--- config.mk ---
export PLATFORM = sky130hd
export DESIGN_NAME = mpu6050_i2c_responder
export DESIGN_NICKNAME = d
export VERILOG_FILES = /design/src/rtl/mpu6050_i2c_responder.sv
export SDC_FILE = /design/constraint.sdc
export NUM_CORES = 1
export LEC_CHECK = 0
export CORE_MARGIN = 3
export CORE_UTILIZATION = 63
export CTS_CLUSTER_DIAMETER = 60
export CTS_CLUSTER_SIZE = 12
export DETAILED_ROUTE_END_ITERATION = 10
export DONT_BUFFER_PORTS = 1
export GPL_ROUTABILITY_DRIVEN = 0
export GPL_TIMING_DRIVEN = 0
export PLACE_DENSITY = 0.76
export SYNTH_ARGS = -nofsm -noshare
export SYNTH_HDL_FRONTEND = slang
export SYNTH_SLANG_ARGS = --single-unit
--- constraint.sdc ---
create_clock -name clk -period 2.9 [get_ports clk]
set_clock_uncertainty 0.2 [all_clocks]
set_input_delay 0.145 -clock clk [delete_from_list [all_inputs] [get_ports clk]]
set_output_delay 0.145 -clock clk [all_outputs]
set_load 0.05 [all_outputs]
--- src/rtl/mpu6050_i2c_responder.sv ---
// I2C target emulating the MPU6050 register interface for the gyro driver.
// Open-drain: only ever pulls SDA low; GYRO_ZOUT comes from gyro_z.
module mpu6050_i2c_responder #(
  parameter logic [6:0] DEV_ADDR       = 7'h68,
  parameter logic [7:0] WHO_AM_I_VAL   = 8'h68,
  parameter logic [7:0] PWR_MGMT_1_RST = 8'h40
) (
  input  logic        clk,
  input  logic        reset,
  input  logic        enable,
  input  logic        scl_in,
  input  logic        sda_in,
  output logic        sda_oe,
  input  logic [15:0] gyro_z,
  output logic [7:0]  pwr_mgmt_1,
  output logic [7:0]  smplrt_div,
  output logic [7:0]  int_enable,
  output logic        busy,
  output logic        wr_strobe,
  output logic [7:0]  wr_addr
);

  typedef enum logic [3:0] {
    IDLE, ADDR, ADDR_ACK, PTR, PTR_ACK,
    WDATA, WDATA_ACK, RDATA, RACK, IGNORE
  } state_t;

  logic [1:0] scl_sync_q, sda_sync_q;
  logic       scl_h_q, sda_h_q;

  always_ff @(posedge clk or posedge reset) begin
    if (reset) begin
      scl_sync_q <= 2'b11;
      sda_sync_q <= 2'b11;
      scl_h_q    <= 1'b1;
      sda_h_q    <= 1'b1;
    end else begin
      scl_sync_q <= {scl_sync_q[0], scl_in};
      sda_sync_q <= {sda_sync_q[0], sda_in};
      scl_h_q    <= scl_sync_q[1];
      sda_h_q    <= sda_sync_q[1];
    end
  end

  logic scl_s, sda_s, scl_rise, scl_fall, start_ev, stop_ev;
  assign scl_s    = scl_sync_q[1];
  assign sda_s    = sda_sync_q[1];
  assign scl_rise = scl_s & ~scl_h_q;
  assign scl_fall = ~scl_s & scl_h_q;
  assign start_ev = scl_s & scl_h_q & sda_h_q & ~sda_s;
  assign stop_ev  = scl_s & scl_h_q & ~sda_h_q & sda_s;

  state_t      state_q, state_d;
  logic [7:0]  sh_q, sh_d, ptr_q, ptr_d;
  logic [2:0]  cnt_q, cnt_d;
  logic        ack_q, ack_d, rw_q, rw_d;
  logic        oe_q, oe_d, busy_q, busy_d;
  logic        wrs_q, wrs_d;
  logic [7:0]  wra_q, wra_d;
  logic [7:0]  pwr_q, pwr_d, smp_q, smp_d, ien_q, ien_d;
  logic [15:0] snap_q, snap_d;

  logic [7:0] sh_in, rd_val;
  logic       first_rd, snap_ld;
  assign sh_in    = {sh_q[6:0], sda_s};
  assign first_rd = (state_q == ADDR_ACK);

  // A burst read of 0x47 then 0x48 must see one coherent sample.
  always_comb begin
    rd_val  = 8'h00;
    snap_ld = 1'b0;
    case (ptr_q)
      8'h75: rd_val = WHO_AM_I_VAL;
      8'h47: begin
        rd_val  = gyro_z[15:8];
        snap_ld = 1'b1;
      end
      8'h48: begin
        rd_val  = first_rd ? gyro_z[7:0] : snap_q[7:0];
        snap_ld = first_rd;
      end
      8'h6B: rd_val = pwr_q;
      8'h19: rd_val = smp_q;
      8'h38: rd_val = ien_q;
      default: rd_val = 8'h00;
    endcase
  end

  always_comb begin
    state_d = state_q;
    sh_d    = sh_q;
    ptr_d   = ptr_q;
    cnt_d   = cnt_q;
    ack_d   = ack_q;
    rw_d    = rw_q;
    oe_d    = oe_q;
    busy_d  = busy_q;
    wrs_d   = 1'b0;
    wra_d   = wra_q;
    pwr_d   = pwr_q;
    smp_d   = smp_q;
    ien_d   = ien_q;
    snap_d  = snap_q;
    if (!enable) begin
      state_d = IDLE;
      oe_d    = 1'b0;
      busy_d  = 1'b0;
    end else if (stop_ev) begin
      state_d = IDLE;
      oe_d    = 1'b0;
      busy_d  = 1'b0;
    end else if (start_ev) begin
      state_d = ADDR;
      oe_d    = 1'b0;
      cnt_d   = 3'd0;
    end else begin
      case (state_q)
        ADDR: if (scl_rise) begin
          sh_d  = sh_in;
          cnt_d = cnt_q + 3'd1;
          if (cnt_q == 3'd7) begin
            ack_d = 1'b0;
            if (sh_in[7:1] == DEV_ADDR) begin
              state_d = ADDR_ACK;
              busy_d  = 1'b1;
              rw_d    = sh_in[0];
            end else begin
              state_d = IGNORE;
            end
          end
        end
        PTR, WDATA: if (scl_rise) begin
          sh_d  = sh_in;
          cnt_d = cnt_q + 3'd1;
          if (cnt_q == 3'd7) begin
            ack_d = 1'b0;
            if (state_q == PTR) begin
              ptr_d   = sh_in;
              state_d = PTR_ACK;
            end else begin
              case (ptr_q)
                8'h6B:   pwr_d = sh_in;
                8'h19:   smp_d = sh_in;
                8'h38:   ien_d = sh_in;
                default: ;
              endcase
              wrs_d   = 1'b1;
              wra_d   = ptr_q;
              ptr_d   = ptr_q + 8'd1;
              state_d = WDATA_ACK;
            end
          end
        end
        ADDR_ACK, PTR_ACK, WDATA_ACK: if (scl_fall) begin
          if (!ack_q) begin
            oe_d  = 1'b1;
            ack_d = 1'b1;
          end else begin
            ack_d = 1'b0;
            cnt_d = 3'd0;
            if (state_q == ADDR_ACK && rw_q) begin
              state_d = RDATA;
              sh_d    = rd_val;
              oe_d    = ~rd_val[7];
              if (snap_ld) snap_d = gyro_z;
            end else begin
              state_d = (state_q == ADDR_ACK) ? PTR : WDATA;
              oe_d    = 1'b0;
            end
          end
        end
        RDATA: if (scl_fall) begin
          cnt_d = cnt_q + 3'd1;
          if (cnt_q == 3'd7) begin
            oe_d    = 1'b0;
            ptr_d   = ptr_q + 8'd1;
            ack_d   = 1'b0;
            state_d = RACK;
          end else begin
            sh_d = {sh_q[6:0], 1'b0};
            oe_d = ~sh_q[6];
          end
        end
        RACK: begin
          if (scl_rise) begin
            if (sda_s) state_d = IGNORE;
            else       ack_d   = 1'b1;
          end else if (scl_fall && ack_q) begin
            ack_d   = 1'b0;
            cnt_d   = 3'd0;
            state_d = RDATA;
            sh_d    = rd_val;
            oe_d    = ~rd_val[7];
            if (snap_ld) snap_d = gyro_z;
          end
        end
        IGNORE:  oe_d = 1'b0;
        default: ;
      endcase
    end
  end

  always_ff @(posedge clk or posedge reset) begin
    if (reset) begin
      state_q <= IDLE;
      sh_q    <= 8'h00;
      ptr_q   <= 8'h00;
      cnt_q   <= 3'd0;
      ack_q   <= 1'b0;
      rw_q    <= 1'b0;
      oe_q    <= 1'b0;
      busy_q  <= 1'b0;
      wrs_q   <= 1'b0;
      wra_q   <= 8'h00;
      pwr_q   <= PWR_MGMT_1_RST;
      smp_q   <= 8'h00;
      ien_q   <= 8'h00;
      snap_q  <= 16'h0000;
    end else begin
      state_q <= state_d;
      sh_q    <= sh_d;
      ptr_q   <= ptr_d;
      cnt_q   <= cnt_d;
      ack_q   <= ack_d;
      rw_q    <= rw_d;
      oe_q    <= oe_d;
      busy_q  <= busy_d;
      wrs_q   <= wrs_d;
      wra_q   <= wra_d;
      pwr_q   <= pwr_d;
      smp_q   <= smp_d;
      ien_q   <= ien_d;
      snap_q  <= snap_d;
    end
  end

  assign sda_oe     = oe_q;
  assign busy       = busy_q;
  assign wr_strobe  = wrs_q;
  assign wr_addr    = wra_q;
  assign pwr_mgmt_1 = pwr_q;
  assign smplrt_div = smp_q;
  assign int_enable = ien_q;

endmodule
After elaboration in Yosys (flattened, before gate mapping)
Cells that the tools add are included.
- flip-flop bits (word level): 81
- input port bits: 21
- output and inout port bits: 35
- logic and storage cells: 199
- add/subtract/negate cells: 2
- equality and inequality tests: 55
- mux-type cells: 86
- bitwise gates (word level): 16
- reductions and logical operators: 22
- operators by type and width (kind ; number):
    16-bit two-way mux ; 6
    4-bit two-way mux ; 15
    7-bit two-way mux ; 8
    5-bit != test (second input constant) ; 10
    8-bit two-way mux ; 6
    8-bit one-hot mux with 6 select lines ; 1
    8-bit by 7-bit == test with 1-bit output (second input constant) ; 4
    1-bit two-way mux ; 32
    16-bit one-hot mux with 2 select lines ; 1
    8-bit AND reduction ; 4
    7-bit one-hot mux with 4 select lines ; 1
    3-bit two-way mux ; 9
    9-bit AND reduction ; 3
    3-bit != test (second input constant) ; 7
    2-bit != test (second input constant) ; 10
    4-bit one-hot mux with 5 select lines ; 1
    4-bit by 3-bit == test with 1-bit output (second input constant) ; 4
    8-bit one-hot mux with 2 select lines ; 1
    3-bit by 1-bit != test with 1-bit output (second input constant) ; 5
    7-bit AND reduction ; 2
    6-bit != test (second input constant) ; 2
    3-bit one-hot mux with 4 select lines ; 1
    12-bit AND reduction ; 1
    11-bit AND reduction ; 1
    25 further kinds ; 46

Depth between registers and ports, before layout
- word-level depth: 11
- mapped depth: 9
- depth with buffers taken out: 8

Worst setup path before layout
No wires, ideal clock.
- path type: register -> register
- start point: register ptr_q[5]
- end point: register snap_q[0]
- library setup time: 0.125 ns
- arrival time: 1.987 ns
- required time: 2.575 ns
- path slack: 0.588 ns
- stages on the path, launching flop included: 7
- path buffers: 2
- clock period less this slack: 2.312 ns
- cells stage by stage: dfrtp_1 > buf_6 > or4b_4 > a2111oi_0 > and3_1 > buf_6 > mux2_4
- word-level cells in the longest chain between the ends: 7
- elaborated cells on any way between the ends: 10
- classes of those cells: 2 x eq/ne; 8 x mux
- ends and longest elaborated chain (element ; line ; source):
    from (decl) ; 54 ; logic [7:0] sh_q, sh_d, ptr_q, ptr_d;
    from (signal assigned) ; 222 ; ptr_q <= ptr_d;
    8-bit by 7-bit == test with 1-bit output ; 72 ; case (ptr_q)
    1-bit one-hot mux with 2 select lines * ; 72 ;
    16-bit two-way mux * ; n/a ;
    16-bit two-way mux (3 in a row) ; n/a ;
    16-bit one-hot mux with 2 select lines * ; n/a ;
    to (signal assigned) ; 233 ; snap_q <= snap_d;
    to (decl) ; 61 ; logic [15:0] snap_q, snap_d;
Mark *: on every way between the ends. The rest lies on a longest branch, timed or not. The select of a mux whose other input is x is not followed.
A chain may end at the register's enable or synchronous reset.

Worst setup path in the final report
- start point: register scl_sync_q[1]
- end point: register state_q[0]
- word-level cells in the longest chain between the ends: 6
- elaborated cells on any way between the ends: 26
- classes of those cells: 11 x eq/ne; 5 x mux; 8 x bitwise; 2 x reduce/logical
- ends and longest elaborated chain (element ; line ; source):
    from (decl) ; 28 ; logic [1:0] scl_sync_q, sda_sync_q;
    from (signal assigned) ; 38 ; scl_sync_q <= {scl_sync_q[0], scl_in};
    1-bit bitwise AND (on tied branches) ; 48, 50, 51 ;
    4-bit two-way mux or 1-bit bitwise AND (tied branches) ; 185, 50 ;
    4-bit one-hot mux with 5 select lines or 1-bit bitwise AND (tied branches) ; 117, 50 ;
    4-bit two-way mux ; 112 ; end else if (start_ev) begin
    4-bit two-way mux ; 108 ; end else if (stop_ev) begin
    4-bit two-way mux ; 104 ; if (!enable) begin
    to (signal assigned) ; 220 ; state_q <= state_d;
    to (decl) ; 53 ; state_t state_q, state_d;
Several ways; a longest one is shown, not always the timed one.

==> impl_metrics.tcl <==
set metrics [dict create \
    status "finished, final reports clean" \
    grt_overflow_total 0 \
    postLayoutCellArea_sq_um 4612 \
    finalHoldViolCount 0 \
    cpPeakStageDelay_ns 0.58 \
    clock_sinks 73 \
    layout_min_cycle_time_ns 2.721 \
    timing_worst_setup_path_type "register to register" \
    fp.dieW_um 87.23 \
    post-synth-top-area-fraction 0.3974 \
    areaGrowthSynthToFinish_pct 10.96 \
    worst_ep_required_time_ns 2.94 \
    chipHeight_um 87.23 \
    initial_utilization 0.6741 \
    postLayoutCoreUtil 0.7480 \
    number_of_enable_type_register_cells_in_the_synthesized_netlist 0 \
    irDropWorstVdd_mv 0.4120 \
    antenna_violations_before_repair 0 \
    drt_iter0_markers 405 \
    remaining_drc_errors 0 \
    ios 56 \
    first_pass_grt_wire_length_mm 17.11 \
    placed_cell_area_sq_um 4253 \
    synth_largest_area_cell "sky130_fd_sc_hd__dfrtp_1" \
    detailedPlacementHpwl_mm 7.046 \
    cts_max_path_buffers 2 \
    grt_setup_unrepaired "false" \
    synth.cells.most_frequent "sky130_fd_sc_hd__dfrtp_1 (66), sky130_fd_sc_hd__nand2_1 (38), sky130_fd_sc_hd__mux2_2 (32)" \
    startpoint_of_the_most_critical_setup_path "scl_sync_q[1]$_DFF_PP1_" \
    finalSetupViolations 0 \
    holdCritPathClass "input port to register" \
    power-per-cell-area_nw_per_um2 618.8 \
    fp.dieArea_sq_um 7608 \
    placeableCoreArea_sq_um 6166 \
    layout-drive-gt1-share 0.2159 \
    first_global_vias 3215 \
    worstRegToRegCells 6 \
    grt.total_usage 0.2954 \
    maximum_level_of_the_cts_h_tree 3 \
    worst_setup_path_start_kind "register" \
    timing.final.crit_share 0.9383 \
    dominantRegCellSynth "sky130_fd_sc_hd__dfrtp_1" \
    timing.critical_path.fanout_max 6 \
    worst_reg2reg_startpoint "scl_sync_q[1]$_DFF_PP1_" \
    grt_max_degree 74 \
    clk_transition_reported_paths_ns 0.09 \
    pre_antenna_drt_iters 7 \
    clk_root_buffer_cell "sky130_fd_sc_hd__clkbuf_8" \
    cp_slowest_cell "sky130_fd_sc_hd__dfstp_2" \
    setup-tns-final_ns 0 \
    cts_made_buffers 9 \
    via_count 3530 \
    p_leak_uw 0.001955 \
    final_nets 461 \
    numPortBuffers 0 \
    fillCellCount 475 \
    min_delay_startpoint "gyro_z[0]" \
    antenna_left 0 \
    critical_path.endpoint_type "register" \
    avgRoutedWirePerCell_um 20.86 \
    post-cts-setup-buffer-count 0 \
    maxSlewViolCount 0 \
    mappedNetlistArea_sq_um 4156 \
    cell_by_cell_listing_of_the_critical_path "nor2b_1 -> a31oi_1 -> o21ai_1 -> o211ai_1 -> or4_1 -> o211a_1" \
    detail_route.wirelength_mm 10.74 \
    vias_per_cell 6.854 \
    clk-insertion-delay-late_ns 0.35 \
    antenna_cells_inserted 0 \
    gate_count_post_synth 410 \
    ys_ff_latch 73 \
    synth.most_common_cell "sky130_fd_sc_hd__dfrtp_1" \
    synth.top_cells.by_area "sky130_fd_sc_hd__dfrtp_1 (40%), sky130_fd_sc_hd__mux2_2 (8.7%), sky130_fd_sc_hd__dfstp_2 (4.4%), sky130_fd_sc_hd__nand2_1 (3.4%), sky130_fd_sc_hd__a21oi_1 (3.4%)" \
    syn_area_per_cell_sq_um 10.14 \
    num_rows 28 \
    maxCapViolations 0 \
    tritoncts_clock_tree "built" \
    maxSlewHeadroom 0.4137 \
    syn_nets 436 \
    ys_seq_area_frac 0.4416 \
    synth.yosys.warnings 0 \
    worst_slew_pin_tran_ns 0.8795 \
    whs_path_depth 4 \
    maxClockFrequency_mhz 367.5 \
    post_synth_num_cell_types 69 \
    synth_async_sr_flop_share 1.000 \
    critical_path_arrival_ns 2.76 \
]
## logic make-up (layout without fill, tap and decap cells)
family                     after synthesis  in the layout  share of synthesized area
DFF                                     73             73                     0.4416
adders and majority gates                5              5                    0.01505
buffers and inverters                   36             66                    0.04094
muxes                                   55             55                     0.1520
AOI/OAI and AO/OA                      107            107                     0.1716
and+or+nand+nor                        133            133                     0.1767
xor gates and xnor gates                 1              1                   0.002108
## timing repair
action | CTS | global route
gates resized for setup | 0 | 1
hold buffers | 14 | 0
endpoints found under the setup margin | 0 | 9
endpoints found under the hold margin | 85 | 0
## layer usage
layer	track usage	wire length [um]
met1	0.4044	4369
met2	0.4396	5035
met3	0.08325	1091
met4	0.1283	248
met5	0	0
## cell usage in the layout (no fill, tap or decap), types with 5 or more instances in the layout
cell type                        n
sky130_fd_sc_hd__mux2_4          8
sky130_fd_sc_hd__a22oi_1         6
sky130_fd_sc_hd__nor3_1          9
sky130_fd_sc_hd__dlygate4sd3_1  14
sky130_fd_sc_hd__ha_1            5
sky130_fd_sc_hd__dfrtp_1        66
sky130_fd_sc_hd__nand2b_1        9
sky130_fd_sc_hd__a222oi_1        5
sky130_fd_sc_hd__nand3_1        12
sky130_fd_sc_hd__a31oi_1        13
sky130_fd_sc_hd__clkbuf_8       10
sky130_fd_sc_hd__dfstp_2         7
sky130_fd_sc_hd__inv_1           8
sky130_fd_sc_hd__nand2_1        38
sky130_fd_sc_hd__o21ai_1         6
sky130_fd_sc_hd__mux2_2         32
sky130_fd_sc_hd__o21ai_0        17
sky130_fd_sc_hd__o211ai_1        8
sky130_fd_sc_hd__buf_2          12
sky130_fd_sc_hd__nor2_1         28
sky130_fd_sc_hd__clkbuf_1       10
sky130_fd_sc_hd__a21oi_1        28
sky130_fd_sc_hd__mux2i_1        14
## final timing paths
check                                          end  slack (ns)
max                         state_q[0]$_DFFE_PP0P_        0.18
max in group asynchronous     ptr_q[3]$_DFFE_PP0P_        1.65
min                            sh_q[0]$_DFFE_PP0P_        0.01
min in group asynchronous    snap_q[4]$_DFFE_PP0P_        0.28
min reg2reg                sda_sync_q[1]$_DFF_PP1_        0.16
max reg2reg                 state_q[0]$_DFFE_PP0P_        0.18
## metrics by stage
| step | total power, uW | std cells | hold WS (ns) | setup WS (ns) |
|---|---|---|---|---|
| finish | 2854 | 515 | 0.01272 | 0.1790 |
| CTS | 2831 | 515 | 0.001378 | 0.1548 |
| global placement | 1937 | 485 | -0.05046 | 0.02773 |
| global route | 2988 | 515 | 0.008597 | 0.03367 |
| detailed placement | 1961 | 485 | -0.05044 | 0.1712 |
| floorplan | 1763 | 410 | -0.05052 | 0.5875 |
## sequential cells by signal, indices dropped and copies added (netlist names), 2 cells and up
| name | flops |
|---|---|
| wr_addr | 8 |
| int_enable | 8 |
| state_q | 4 |
| sh_q | 7 |
| snap_q | 8 |
| cnt_q | 3 |
| scl_sync_q | 2 |
| ptr_q | 8 |
| pwr_mgmt_1 | 8 |
| sda_sync_q | 2 |
| smplrt_div | 8 |
## worst max-delay path: cells and delay by family, from the launching register on
kind | cells | cell delay [ns]
AND/OR/NAND/NOR | 2 | 1.03
AO/OA/AOI/OAI | 4 | 0.81
flip-flops | 1 | 0.58
## area by class of cell
cell class              count  area [sq um]  area share
repair buffers             14         140.1     0.03039
flip-flops and latches     73          1836      0.3980
multi-input cells         301          2157      0.4677
plain buffers              27         136.4     0.02957
clock buffers              10         137.6     0.02984
clock inverters             6         75.07     0.01628
well taps                  75         93.84     0.02035
inverters                   9         36.28    0.007868
## power breakdown
part	switching, uW	leakage [uW]	internal [uW]	total (uW)
logic	450	0.000887	281	732
registers	149	0.000963	1110	1260
clock network	428	0.000105	433	861
total	1030	0.00196	1830	2850
Power figures use the tool's default switching activity.
